### src/rtl/bp_fe_mem_sched.sv
`default_nettype none
// ============================================================================
// Module : bp_fe_mem_sched
// Desc   : FE memory command scheduler. Arbitrates fence/fill/fetch onto the
//          mem command port, tracks the two-stage fetch pipe, sequences
//          ITLB-miss / I$-miss replay and holds on faults until redirect.
// Rev    : 1.0 - initial release
// ============================================================================
module bp_fe_mem_sched #(
    parameter int VADDR_WIDTH      = 39,
    parameter int VTAG_WIDTH       = 27,
    parameter int FILL_ENTRY_WIDTH = 64
) (
    input  logic                        clk_i,
    input  logic                        reset_i,
    input  logic                        fetch_v_i,
    input  logic [VADDR_WIDTH-1:0]      fetch_vaddr_i,
    output logic                        fetch_yumi_o,
    input  logic                        fill_v_i,
    input  logic [VTAG_WIDTH-1:0]       fill_vtag_i,
    input  logic [FILL_ENTRY_WIDTH-1:0] fill_entry_i,
    output logic                        fill_yumi_o,
    input  logic                        fence_v_i,
    output logic                        fence_yumi_o,
    input  logic                        redirect_i,
    output logic                        mem_cmd_v_o,
    output logic [1:0]                  mem_cmd_op_o,
    output logic [VADDR_WIDTH-1:0]      mem_cmd_vaddr_o,
    output logic [VTAG_WIDTH-1:0]       mem_cmd_vtag_o,
    output logic [FILL_ENTRY_WIDTH-1:0] mem_cmd_entry_o,
    input  logic                        mem_cmd_yumi_i,
    output logic                        mem_poison_o,
    input  logic                        mem_resp_v_i,
    input  logic                        mem_resp_itlb_miss_i,
    input  logic                        mem_resp_icache_miss_i,
    input  logic                        mem_resp_fault_i,
    input  logic                        cache_req_complete_i,
    output logic                        itlb_miss_v_o,
    output logic                        fault_v_o,
    output logic [VADDR_WIDTH-1:0]      miss_vaddr_o,
    output logic                        busy_o
);

    localparam logic [2:0] ST_RUN       = 3'd0;
    localparam logic [2:0] ST_WAIT_FILL = 3'd1;
    localparam logic [2:0] ST_WAIT_MISS = 3'd2;
    localparam logic [2:0] ST_REPLAY    = 3'd3;
    localparam logic [2:0] ST_HOLD      = 3'd4;

    localparam logic [1:0] OP_FETCH = 2'd0;
    localparam logic [1:0] OP_FILL  = 2'd1;
    localparam logic [1:0] OP_FENCE = 2'd2;

    logic [2:0]             r_state;
    logic [2:0]             w_state_nxt;
    logic                   r_s1_v;
    logic                   r_s2_v;
    logic [VADDR_WIDTH-1:0] r_s1_vaddr;
    logic [VADDR_WIDTH-1:0] r_s2_vaddr;
    logic [VADDR_WIDTH-1:0] r_miss_vaddr;
    logic                   r_cmpl_pend;

    logic w_resp;
    logic w_fault;
    logic w_itlb;
    logic w_icmiss;
    logic w_kill;
    logic w_fetch_slot;
    logic w_fetch_acc;

    // Responses are only meaningful for an occupied stage 2; redirect drops them.
    assign w_resp   = !reset_i && !redirect_i && r_s2_v && mem_resp_v_i;
    assign w_fault  = w_resp && mem_resp_fault_i;
    assign w_itlb   = w_resp && !mem_resp_fault_i && mem_resp_itlb_miss_i;
    assign w_icmiss = w_resp && !mem_resp_fault_i && !mem_resp_itlb_miss_i
                      && mem_resp_icache_miss_i;
    assign w_kill   = w_fault || w_itlb || w_icmiss;

    assign w_fetch_slot = ((r_state == ST_RUN) && fetch_v_i) || (r_state == ST_REPLAY);

    assign mem_cmd_vaddr_o = (r_state == ST_REPLAY) ? r_miss_vaddr : fetch_vaddr_i;
    assign mem_cmd_vtag_o  = fill_vtag_i;
    assign mem_cmd_entry_o = fill_entry_i;

    assign mem_poison_o  = !reset_i && (redirect_i || w_kill);
    assign itlb_miss_v_o = w_itlb;
    assign fault_v_o     = w_fault;
    // Present the faulting address alongside the notification pulse.
    assign miss_vaddr_o  = w_kill ? r_s2_vaddr : r_miss_vaddr;
    assign busy_o        = !reset_i && (r_s1_v || r_s2_v || (r_state != ST_RUN));

    always_ff @(posedge clk_i) begin
        if (reset_i) begin
            r_state <= ST_RUN;
        end else begin
            r_state <= w_state_nxt;
        end
    end

    always_comb begin
        w_state_nxt = r_state;
        case (r_state)
            ST_WAIT_FILL: if (fill_yumi_o) w_state_nxt = ST_REPLAY;
            ST_WAIT_MISS: if (cache_req_complete_i || r_cmpl_pend) w_state_nxt = ST_REPLAY;
            ST_REPLAY:    if (w_fetch_acc) w_state_nxt = ST_RUN;
            ST_RUN, ST_HOLD: w_state_nxt = r_state;
            default:      w_state_nxt = ST_RUN;
        endcase
        if (w_fault) begin
            w_state_nxt = ST_HOLD;
        end else if (w_itlb) begin
            w_state_nxt = ST_WAIT_FILL;
        end else if (w_icmiss) begin
            w_state_nxt = ST_WAIT_MISS;
        end
        if (redirect_i) begin
            w_state_nxt = ST_RUN;
        end
    end

    // A pending fence owns the port until the pipe drains.
    always_comb begin
        mem_cmd_v_o  = 1'b0;
        mem_cmd_op_o = OP_FETCH;
        if (!reset_i) begin
            if (fence_v_i) begin
                if (!r_s1_v && !r_s2_v) begin
                    mem_cmd_v_o  = 1'b1;
                    mem_cmd_op_o = OP_FENCE;
                end
            end else if (fill_v_i) begin
                mem_cmd_v_o  = 1'b1;
                mem_cmd_op_o = OP_FILL;
            end else if (w_fetch_slot && !redirect_i && !w_kill) begin
                mem_cmd_v_o  = 1'b1;
                mem_cmd_op_o = OP_FETCH;
            end
        end
        w_fetch_acc  = mem_cmd_v_o && (mem_cmd_op_o == OP_FETCH) && mem_cmd_yumi_i;
        fetch_yumi_o = w_fetch_acc && (r_state == ST_RUN);
        fill_yumi_o  = mem_cmd_v_o && (mem_cmd_op_o == OP_FILL) && mem_cmd_yumi_i;
        fence_yumi_o = mem_cmd_v_o && (mem_cmd_op_o == OP_FENCE) && mem_cmd_yumi_i;
    end

    always_ff @(posedge clk_i) begin
        if (reset_i) begin
            r_s1_v       <= 1'b0;
            r_s2_v       <= 1'b0;
            r_s1_vaddr   <= '0;
            r_s2_vaddr   <= '0;
            r_miss_vaddr <= '0;
            r_cmpl_pend  <= 1'b0;
        end else begin
            r_cmpl_pend <= w_icmiss && cache_req_complete_i;
            r_s2_vaddr  <= r_s1_vaddr;
            if (redirect_i) begin
                r_s1_v <= 1'b0;
                r_s2_v <= 1'b0;
            end else begin
                r_s2_v <= r_s1_v && !w_kill;
                r_s1_v <= w_fetch_acc;
            end
            if (w_fetch_acc) begin
                r_s1_vaddr <= mem_cmd_vaddr_o;
            end
            if (w_kill) begin
                r_miss_vaddr <= r_s2_vaddr;
            end
        end
    end

endmodule
`default_nettype wire

### config.mk
export PLATFORM = sky130hd
export DESIGN_NAME = bp_fe_mem_sched
export DESIGN_NICKNAME = d
export VERILOG_FILES = /design/src/rtl/bp_fe_mem_sched.sv
export SDC_FILE = /design/constraint.sdc
export NUM_CORES = 1
export LEC_CHECK = 0
export CAP_MARGIN = 20
export CELL_PAD_IN_SITES_DETAIL_PLACEMENT = 1
export CELL_PAD_IN_SITES_GLOBAL_PLACEMENT = 1
export CORE_AREA = 2 2 142 144
export CTS_BUF_LIST = sky130_fd_sc_hd__clkbuf_4 sky130_fd_sc_hd__clkbuf_8
export CTS_CLUSTER_SIZE = 8
export DETAILED_ROUTE_END_ITERATION = 7
export DIE_AREA = 0 0 144 146
export GPL_TIMING_DRIVEN = 1
export PLACE_DENSITY_LB_ADDON = 0.1
export SYNTH_ARGS = -nofsm -noshare
export SYNTH_HDL_FRONTEND = slang
export SYNTH_SLANG_ARGS = --single-unit
### constraint.sdc
create_clock -name clk_i -period 2.85 [get_ports clk_i]
set_input_delay 0.285 -clock clk_i [delete_from_list [all_inputs] [get_ports clk_i]]
set_output_delay 0.285 -clock clk_i [all_outputs]
set_load 0.1 [all_outputs]
==> results of run 1 <==
Yosys cell counts, drive strengths merged (2+ instances only):
cell type / instances
mux2: 117
nor2: 8
nor3b: 3
or4: 2
nand2b: 2
clkbuf: 13
inv: 4
a31oi: 2
dfxtp: 123
nor4bb: 2
and2: 43
a21o: 2
nand2: 3
a21oi: 4
buf: 100
nor2b: 39
o21ai: 4
power by group through the flow:
| stage | Sequential (mW) | Clock [mW] | Combinational, mW |
|---|---|---|---|
| 6_report | 1.73 | 1.62 | 0.523 |
| 5_1_grt | 1.73 | 1.76 | 0.542 |
| 4_1_cts | 1.73 | 1.70 | 0.529 |
| 3_5_place_dp | 1.77 | 0 | 0.527 |
| 3_3_place_gp | 1.77 | 0 | 0.525 |
| 2_1_floorplan | 1.77 | 0 | 0.926 |
cell type report:
cell class	instances	share of cell area (%)
clock inverter	13	2.26
inverter	4	0.201
timing repair buffer	152	27.6
sequential	123	33.0
multi-input combinational	241	29.1
tap	265	4.44
clock buffer	19	3.42
cell families (layout without fill, tap and decap cells):
logic type             count (synthesis)  count (layout)  synth area share [%]
buffers and inverters                117             188                  14.9
DFF                                  123             123                  45.7
muxes                                117             117                  25.1
and+or+nand+nor                      109             109                  12.5
AOI/OAI and AO/OA                     15              15                  1.76
state kept, by name (all words and copies together), names as in the netlist:
| name | cells |
|---|---|
| r_miss_vaddr | 39 |
| r_s1_v | 1 |
| r_cmpl_pend | 1 |
| r_state | 3 |
| r_s2_vaddr | 39 |
| r_s2_v | 1 |
| r_s1_vaddr | 39 |
repair_timing:
item	CTS	global route
hold buffers	0	0
hold endpoints to repair	0	0
setup endpoints to repair	0	44
resized for setup	0	2
metal layers:
metal	wire length (um)	share of wire (%)	vias up
met5	0	0	-
met4	228	1.7	0
met3	1070	8.1	29
met2	6230	47	145
met1	5760	43	1643
li1	-	-	1628
critical path, stage by stage:
cell	delay, ns
clkdlybuf4s50_1	0.49
or4b_2	0.66
or4_1	0.48
nor4_2	0.31
buf_12	0.23
final timing paths:
| path | depth (start not counted) | to | slack (ns) |
|---|---|---|---|
| max reg2reg | 5 | r_s1_vaddr[25] | 0.83 |
| min | 4 | r_s1_v | 0.41 |
| max | 5 | fetch_yumi_o | 0.11 |
| min reg2reg | 1 | r_s2_vaddr[25] | 0.45 |
==> results.json, run 1 <==
{
  "outcome": "finished clean",
  "critPathKind": "in -> out",
  "synth_top_area_share_pct": 45.7,
  "ioPinCount": 321,
  "synth-async-reset-ratio_pct": 0,
  "pwr-share-seq_pct": 44.6,
  "hold_class": "in -> reg",
  "grt_use_met3_pct": 5.89,
  "hold_viol": 0,
  "layout-drive-gt1-share_pct": 47.5,
  "num-fill-cells": 2026,
  "required_ns": 2.57,
  "slew-limit-headroom_pct": 74.3,
  "fin_nets": 681,
  "final.period_utilization_pct": 96.1,
  "std_cell_rows": 51,
  "synth_edf_count": 0,
  "setup_ws_ns": 0.112,
  "worstMarginPinSlew_ns": 0.382,
  "clk_latency_ns": 0.44,
  "p_sw_mw": 1.06,
  "drt_iter0_drc": 46,
  "dr.pass1.iters": 5,
  "cts_buffers": 17,
  "comb_power_share_pct": 13.5,
  "start_util_pct": 27.9,
  "dieHeight_um": 146,
  "cts_max_level": 4,
  "maxSlewViolCount": 0,
  "die_area_um2": 21000,
  "portBuffers": 138,
  "core_area_um2": 19300,
  "yosysTopAreaCell": "dfxtp_1",
  "drc_errors": 0,
  "dp_hpwl_mm": 9.43,
  "antenna_left": 0,
  "grt_antenna_before_repair": 0,
  "grt_pass1_wl_mm": 21.0,
  "multiInputGateArea_um2": 2170,
  "synth-seq-cells": 123,
  "holdWs_ns": 0.409,
  "crit_fanout": 3,
  "tns_ns": 0,
  "final_area_um2": 7470,
  "startpoint_type": "input port",
  "yosysWarnings": 0,
  "power.internal_mw": 2.81,
  "post-place-cells": 785,
  "syn_to_final_growth_pct": 38.6,
  "ir_worst_vdd_uv": 242,
  "cts_tree": "yes",
  "clk_pin_slew_ns": 0.07,
  "synth_fp_nets": 623,
  "finalCriticalPeriod_ns": 2.74,
  "p_sw_share_pct": 27.4,
  "grt.total_usage_pct": 13.1,
  "total_power_mw": 3.88,
  "grt-busiest-layer": "met2",
  "cp-end-kind": "output pin",
  "cts_root_buf": "clkbuf_8",
  "synth.area.top_cells": "dfxtp_1, mux2_2, buf_4, and2_1, nor2b_1",
  "cts_buffer_depth": 2,
  "clock_skew_ns": 0.00955,
  "post_cts_buffers": 0,
  "final_cell_mix": "dfxtp_1, mux2_2, buf_12",
  "viasPerCell": 4.22,
  "critPathLaunch": "mem_cmd_yumi_i",
  "ys_dominant_reg_cell": "dfxtp_1",
  "final_common_cell": "dfxtp_1",
  "gr-usage-met2_pct": 20.8,
  "place_area_um2": 7030,
  "ys_seq_area_share_pct": 45.7,
  "clockPowerShare_pct": 41.9,
  "leakagePower_nw": 3.09,
  "dp_slack_ns": 0.115,
  "hold_path.startpoint": "reset_i",
  "gp_congestion": 0.716,
  "cellPowerDensity_nw_per_um2": 519,
  "fin_cells": 817,
  "grt_pass1_vias": 3798,
  "reg2reg_from": "r_s2_v",
  "yosysUniqueCellTypes": 32,
  "vias": 3445,
  "max-cap-violations": 0,
  "cts.sinks": 123,
  "synth_cells": 481,
  "gr-usage-met1_pct": 15.5,
  "grt.overflow.total": 0,
  "final-seq-area_um2": 2460,
  "die_w_um": 144,
  "antennaDiodeCount": 0,
  "finish.utilization_pct": 38.6,
  "rsz0062_at_grt": "false",
  "fmax_mhz": 365,
  "wl_per_cell_um": 16.3,
  "netlist_area_um2": 5390,
  "synth_area_per_cell_um2": 11.2,
  "finalSetupViolations": 0,
  "worstPathArrival_ns": 2.45,
  "grt_max_degree": 28,
  "routed_wl_mm": 13.3
}
(Power assumes the default switching activity.)
==> run 2: changes to the inputs <==
- CTS_CLUSTER_SIZE: 8 -> not set
==> results of run 2 <==
No change in the layout: final DEF, timing and power equal those of run 1.
